--- src/rtl/qick_defines_pkg.sv ---
// Shared QICK core definitions: dispatcher FSM states, the queued wave/time entry
// and wrap-safe time comparison helpers.
package qick_defines_pkg;

  localparam int QICK_WAVE_W = 168;
  localparam int QICK_TIME_W = 32;

  typedef enum logic [1:0] {
    ST_IDLE    = 2'd0,
    ST_WAIT    = 2'd1,
    ST_PRESENT = 2'd2
  } dispatch_state_e;

  typedef struct packed {
    logic [QICK_TIME_W-1:0] time_q;
    logic [QICK_WAVE_W-1:0] wave;
  } wave_entry_t;

  // The time counter wraps, so "due" means the signed distance from the schedule is non-negative.
  function automatic logic time_due(input logic [QICK_TIME_W-1:0] t_now,
                                    input logic [QICK_TIME_W-1:0] t_sched);
    logic [QICK_TIME_W-1:0] diff;
    diff = t_now - t_sched;
    return !diff[QICK_TIME_W-1];
  endfunction

  function automatic logic time_late(input logic [QICK_TIME_W-1:0] t_now,
                                     input logic [QICK_TIME_W-1:0] t_sched);
    logic [QICK_TIME_W-1:0] diff;
    diff = t_now - t_sched;
    return !diff[QICK_TIME_W-1] && (diff != '0);
  endfunction

endpackage

--- src/rtl/qcore_sync_fifo.sv ---
// Synchronous first-word-fall-through FIFO with a registered array and
// extra-MSB pointers; a write while full is accepted only alongside a read.
module qcore_sync_fifo #(
  parameter int WIDTH = 8,
  parameter int AW    = 3
) (
  input  logic             i_clk,
  input  logic             i_rst,
  input  logic             i_flush,
  input  logic             i_wr_en,
  input  logic [WIDTH-1:0] i_wr_data,
  input  logic             i_rd_en,
  output logic [WIDTH-1:0] o_rd_data,
  output logic             o_full,
  output logic             o_empty,
  output logic [AW:0]      o_cnt,
  output logic             o_wr_drop
);

  localparam int DEPTH = 1 << AW;

  logic [WIDTH-1:0] r_mem [DEPTH];
  logic [AW:0]      r_wr_ptr;
  logic [AW:0]      r_rd_ptr;
  logic             w_full;
  logic             w_empty;
  logic             w_rd_ok;
  logic             w_wr_ok;
  logic             w_wr_commit;

  assign w_empty     = (r_wr_ptr == r_rd_ptr);
  assign w_full      = (r_wr_ptr[AW] != r_rd_ptr[AW]) &&
                       (r_wr_ptr[AW-1:0] == r_rd_ptr[AW-1:0]);
  assign w_rd_ok     = i_rd_en && !w_empty;
  assign w_wr_ok     = i_wr_en && (!w_full || w_rd_ok);
  assign w_wr_commit = w_wr_ok && !i_rst && !i_flush;

  always_ff @(posedge i_clk) begin
    if (i_rst || i_flush) begin
      r_wr_ptr <= '0;
      r_rd_ptr <= '0;
    end else begin
      if (w_wr_ok) r_wr_ptr <= r_wr_ptr + 1'b1;
      if (w_rd_ok) r_rd_ptr <= r_rd_ptr + 1'b1;
    end
  end

  // When full with a simultaneous read, the write lands in the slot being vacated.
  always_ff @(posedge i_clk) begin
    if (w_wr_commit) r_mem[r_wr_ptr[AW-1:0]] <= i_wr_data;
  end

  assign o_rd_data = r_mem[r_rd_ptr[AW-1:0]];
  assign o_full    = w_full;
  assign o_empty   = w_empty;
  assign o_cnt     = r_wr_ptr - r_rd_ptr;
  assign o_wr_drop = i_wr_en && w_full && !w_rd_ok;

endmodule

--- src/rtl/qcore_wave_dispatch.sv ---
// Timed wave dispatcher: queues {time, wave} pushes and presents each wave to the
// signal-generator port once the absolute time counter reaches its scheduled time.
module qcore_wave_dispatch
  import qick_defines_pkg::*;
#(
  parameter int FIFO_AW = 3,
  parameter int WAVE_W  = 168
) (
  input  logic              clk_i,
  input  logic              rst_i,
  input  logic              flush_i,
  input  logic              push_i,
  input  logic [WAVE_W-1:0] wreg_i,
  input  logic [31:0]       time_i,
  input  logic [31:0]       t_now_i,
  output logic              m_valid_o,
  input  logic              m_ready_i,
  output logic [WAVE_W-1:0] m_data_o,
  output logic              full_o,
  output logic              empty_o,
  output logic [FIFO_AW:0]  cnt_o,
  output logic              late_o,
  output logic              ovf_o
);

  localparam int ENTRY_W = WAVE_W + 32;

  dispatch_state_e     r_state;
  dispatch_state_e     w_state_nxt;
  logic [WAVE_W-1:0]   r_data;
  logic                r_late;
  logic                r_ovf;
  logic [ENTRY_W-1:0]  w_head;
  logic [31:0]         w_head_time;
  logic [WAVE_W-1:0]   w_head_wave;
  logic                w_empty;
  logic                w_full;
  logic                w_due;
  logic                w_pop;
  logic                w_drop;

  qcore_sync_fifo #(
    .WIDTH (ENTRY_W),
    .AW    (FIFO_AW)
  ) u_fifo (
    .i_clk     (clk_i),
    .i_rst     (rst_i),
    .i_flush   (flush_i),
    .i_wr_en   (push_i),
    .i_wr_data ({time_i, wreg_i}),
    .i_rd_en   (w_pop),
    .o_rd_data (w_head),
    .o_full    (w_full),
    .o_empty   (w_empty),
    .o_cnt     (cnt_o),
    .o_wr_drop (w_drop)
  );

  assign w_head_time = w_head[WAVE_W +: 32];
  assign w_head_wave = w_head[WAVE_W-1:0];
  assign w_due       = time_due(t_now_i, w_head_time);
  assign w_pop       = (r_state == ST_WAIT) && !w_empty && w_due;

  always_comb begin
    w_state_nxt = r_state;
    case (r_state)
      ST_IDLE:    if (!w_empty) w_state_nxt = ST_WAIT;
      ST_WAIT: begin
        if (w_empty)    w_state_nxt = ST_IDLE;
        else if (w_due) w_state_nxt = ST_PRESENT;
      end
      ST_PRESENT: if (m_ready_i) w_state_nxt = w_empty ? ST_IDLE : ST_WAIT;
      default:    w_state_nxt = ST_IDLE;
    endcase
  end

  // The presented word is captured at issue so it cannot follow later register-bank writes.
  always_ff @(posedge clk_i) begin
    if (rst_i) begin
      r_state <= ST_IDLE;
      r_data  <= '0;
      r_late  <= 1'b0;
      r_ovf   <= 1'b0;
    end else if (flush_i) begin
      r_state <= ST_IDLE;
      r_late  <= 1'b0;
      r_ovf   <= 1'b0;
    end else begin
      r_state <= w_state_nxt;
      r_late  <= w_pop && time_late(t_now_i, w_head_time);
      if (w_pop)  r_data <= w_head_wave;
      if (w_drop) r_ovf  <= 1'b1;
    end
  end

  assign m_valid_o = (r_state == ST_PRESENT);
  assign m_data_o  = r_data;
  assign full_o    = w_full;
  assign empty_o   = w_empty;
  assign late_o    = r_late;
  assign ovf_o     = r_ovf;

endmodule

--- config.mk ---
export PLATFORM = sky130hd
export DESIGN_NAME = qcore_wave_dispatch
export DESIGN_NICKNAME = d
export VERILOG_FILES = /design/src/rtl/qick_defines_pkg.sv /design/src/rtl/qcore_sync_fifo.sv /design/src/rtl/qcore_wave_dispatch.sv
export SDC_FILE = /design/constraint.sdc
export NUM_CORES = 1
export LEC_CHECK = 0
export ABC_CLOCK_PERIOD_IN_PS = 36300
export CORE_MARGIN = 2
export CORE_UTILIZATION = 52
export DETAILED_ROUTE_END_ITERATION = 7
export PLACE_DENSITY_LB_ADDON = 0.05
export SLEW_MARGIN = 30
export SYNTH_ARGS = -nofsm -noshare
export SYNTH_HDL_FRONTEND = slang
export SYNTH_SLANG_ARGS = --single-unit
--- constraint.sdc ---
create_clock -name clk_i -period 36.3 [get_ports clk_i]
set_clock_uncertainty 0.15 [all_clocks]
set_input_delay 7.26 -clock clk_i [delete_from_list [all_inputs] [get_ports clk_i]]
set_output_delay 7.26 -clock clk_i [all_outputs]
set_load 0.05 [all_outputs]
==> key figures <==
Timing
  – Period utilization: 34.7%
  – Setup ws final: 23.70 ns
  – Final Hold Fails: 0
  – Final setup viols: 0
  – Crit path time final: 12.60 ns
  – Total negative slack: 0 ns
  – Worst slew pin tran: 1.06 ns
  – Slew headroom: 29.2%
  – Max Clk Rate: 79.3 MHz
  – RSZ-0062 raised after global routing: false
  – Final hold slack: 0.347 ns
  – Slew Viols, Final: 0

Place
  – Port Buffers: 413
  – Dpl ws: 22.92 ns
  – GPL Wtd Cong: 0.849
  – Final HPWL DP: 86.0 mm
  – Dpl cells: 5,310

Yosys
  – Mux contribution to synthesized area: 16.2%
  – Post-Synth XOR/XNOR Area: 0.282%
  – Leading area contributor after synthesis: edfxtp_1
  – Top cell type's share of synthesized area: 70.3%
  – Largest family of logic cells by synthesized area: multiplexers
  – Synth top cells by count: 1,600 x edfxtp_1, 400 x mux4_2, 217 x nor2_1
  – Sequential-to-total area share from yosys stat: 75.6%
  – Async SR Flop Fraction: 0%
  – Synth area leaders: edfxtp_1 70%, mux4_2 13%, dfxtp_1 5.4%
  – Seq cells post-synth: 1,783
  – Mapped Nets: 3,557
  – Ys flop type: edfxtp_1
  – Post-synth EDFFs: 1,600
  – Compound-cell area share of the yosys netlist: 3.78%
  – Simple-Gate Fraction of Synth Area: 2.08%
  – Adder-Cell Fraction of Synth Area: 0.717%
  – Post-Syn Area: 0.0684 mm²
  – Post-synth cell types: 63
  – Top-count cell post-synth: edfxtp_1
  – Synth warnings: 0
  – Synth Instances: 3,282
  – Syn avg cell area: 20.8 µm²

Floorplanning
  – Die Width: 367 µm
  – Initial core utilization: 52.2%
  – Total core area: 0.131 mm²
  – Number of top-level pins: 414
  – Die area: 0.134 mm²
  – # rows: 133
  – Die Y: 367 µm

Global routing
  – GR Util All Layers: 22.7%
  – Congestion Overflow GR: 0
  – First-pass GRT wire length: 225 mm
  – Antenna violations before repair: 43
  – Largest net degree at the start of global routing: 168
  – Vias in the first global route: 35,100

Min path
  – Hold crit path type: reg2reg

Critical path
  – Most frequent CP cell: buf_4
  – Startpoint types: primary input
  – Crit path kind: in2reg
  – Arrival @ worst endpoint: 12.87 ns
  – CP Data Required Time: 36.56 ns
  – Critical-path cell list: clkdlybuf4s50_1 -> ha_1 -> a21o_1 -> o31ai_1 -> a211oi_1 -> o21ai_0 -> a211o_2 -> a31o_2 -> nand2_1 -> nor2_4 -> buf_4 -> buf_6 -> buf_4
  – Crit-path max FO: 57
  – Slowest cell on the critical path: buf_4
  – CP endpoint kind: flop
  – Slowest cell delay on critical path: 0.85 ns

Pwr
  – Leakage power: 24.2 nW
  – Peak supply drop: 48.3 µV
  – Power Density: 51.5 mW/mm²

Clock tree
  – CTS Buf Count: 181
  – # H-tree levels: 4
  – # clock sinks: 1,783
  – Clk buf depth: 3
  – Clk root buf: clkbuf_16
  – Hold Buf Count CTS: 0
  – CTS clk-pin slew, worst paths: 0.06 ns
  – Setup Fix Bufs, Post-CTS: 0
  – TritonCTS clock tree: yes
  – Clock Latency Late Sink: 0.79 ns
  – Post-cts resize count: 0

Run
  – Max_cap viols: 0

Drt
  – Starting DRC count in detailed routing: 2,313
  – ANT nets after route: 0
  – DR WL/cell: 26.7 µm
  – DRC Markers: 0
  – Vias: 33,100
  – Via density: 5.84
  – Pre-antenna DRT Iters: 5
  – WL final: 151 mm

Final layout
  – Post-route insts no fill: 5,671
  – P&R area growth vs syn: 17.7%
  – Share of layout cells above drive strength 1: 20.9%
  – Nets: 4,016

Run status
  – Outcome: finished clean
metal layers:
layer / share of wire [%] / vias up / track usage, %
met1: 41 / 17400 / 30.3
met5: 0.14 / - / 0
met4: 2.3 / 34 / 7.11
met3: 6.2 / 255 / 5.09
met2: 50 / 889 / 37.3
li1: - / 14500 / -
area by class of cell:
class	instances	area, µm²
Clock buffer	263	5090
Fill cell	9274	50500
Timing Repair Buffer	466	4860
Clock inverter	75	679
Sequential cell	1783	51700
Tap cell	1755	2200
Antenna cell	20	50.0
Inverter	21	78.8
Multi-Input combinational cell	1288	15800
report_power, final:
group	internal, mW	switching [mW]
combinational	0.0452	0.0665
sequential	2.24	0.00253
clock	1.04	0.744
total	3.33	0.813
worst paths after layout:
path | slack [ns] | cells after the start | from | endpoint
max reg2reg | 28.13 | 16 | flop | u_fifo.r_mem[7][44]
max | 23.70 | 13 | t_now_i[6] | u_fifo.r_mem[7][44]
min reg2reg | 0.35 | 2 | m_data_o[36] | m_data_o[36]
min | 0.35 | 2 | m_data_o[36] | m_data_o[36]
logic make-up after synthesis:
kind of cell | count (synthesis)
XOR/XNOR | 22
AND/OR/NAND/NOR | 328
multiplexers | 605
adder cells (fa/ha/maj) | 38
buffers and inverters | 211
AO/OA/AOI/OAI | 295
flip-flops | 1783
state kept, by name, summed over array words and instances, names as in the netlist, named ones only:
signal / flops
u_fifo.r_mem: 1600
m_data_o: 168
u_fifo.r_rd_ptr: 4
u_fifo.r_wr_ptr: 4
r_state: 2
late_o: 1
ovf_o: 1
cells in the final DEF (no fill, tap or decap), types with 7 or more instances in the layout:
cell type        Yosys  routed
a31oi_1              7       7
mux4_2             400     400
a21o_1              13      13
buf_12               0      12
xnor2_1             11      11
nor2_4               0       7
buf_4                1      26
clkinv_1             0      31
diode_2              0      20
clkbuf_1           123      66
clkinv_2             0      21
nand2_1             31      31
xor2_1              11      11
inv_1               21      21
clkdlybuf4s50_1      0     412
mux2i_1            204     204
a21oi_1             35      35
clkbuf_8             0       9
nand4_1             11      11
bufinv_16            0      10
ha_1                36      36
o21ai_0             21      21
nor3_1              11      11
a211oi_2            98      98
dfxtp_1            183     180
buf_6               11       8
clkbuf_16            0     189
nand3_1             17      17
a211oi_1            76      76
nor2_1             217     211
buf_16               0       7
edfxtp_1          1600    1600
metrics by stage:
stage | power, mW | instance area, µm² | util [%]
2_1_floorplan | 2.34 | 68400 | -
3_3_place_gp | 2.40 | 74400 | 56.8
3_5_place_dp | 2.40 | 74600 | 56.9
4_1_cts | 4.19 | 80300 | 61.3
5_1_grt | 4.28 | 80500 | 61.4
6_report | 4.15 | 80500 | 61.4
worst max-delay path, delay by kind of cell:
kind	cells	cell delay, ns
compound gates	6	2.06
fa+ha+maj	1	0.41
buf+inv	4	2.67
simple gates	2	0.35
Note: power is estimated with default switching activity, not from simulation.
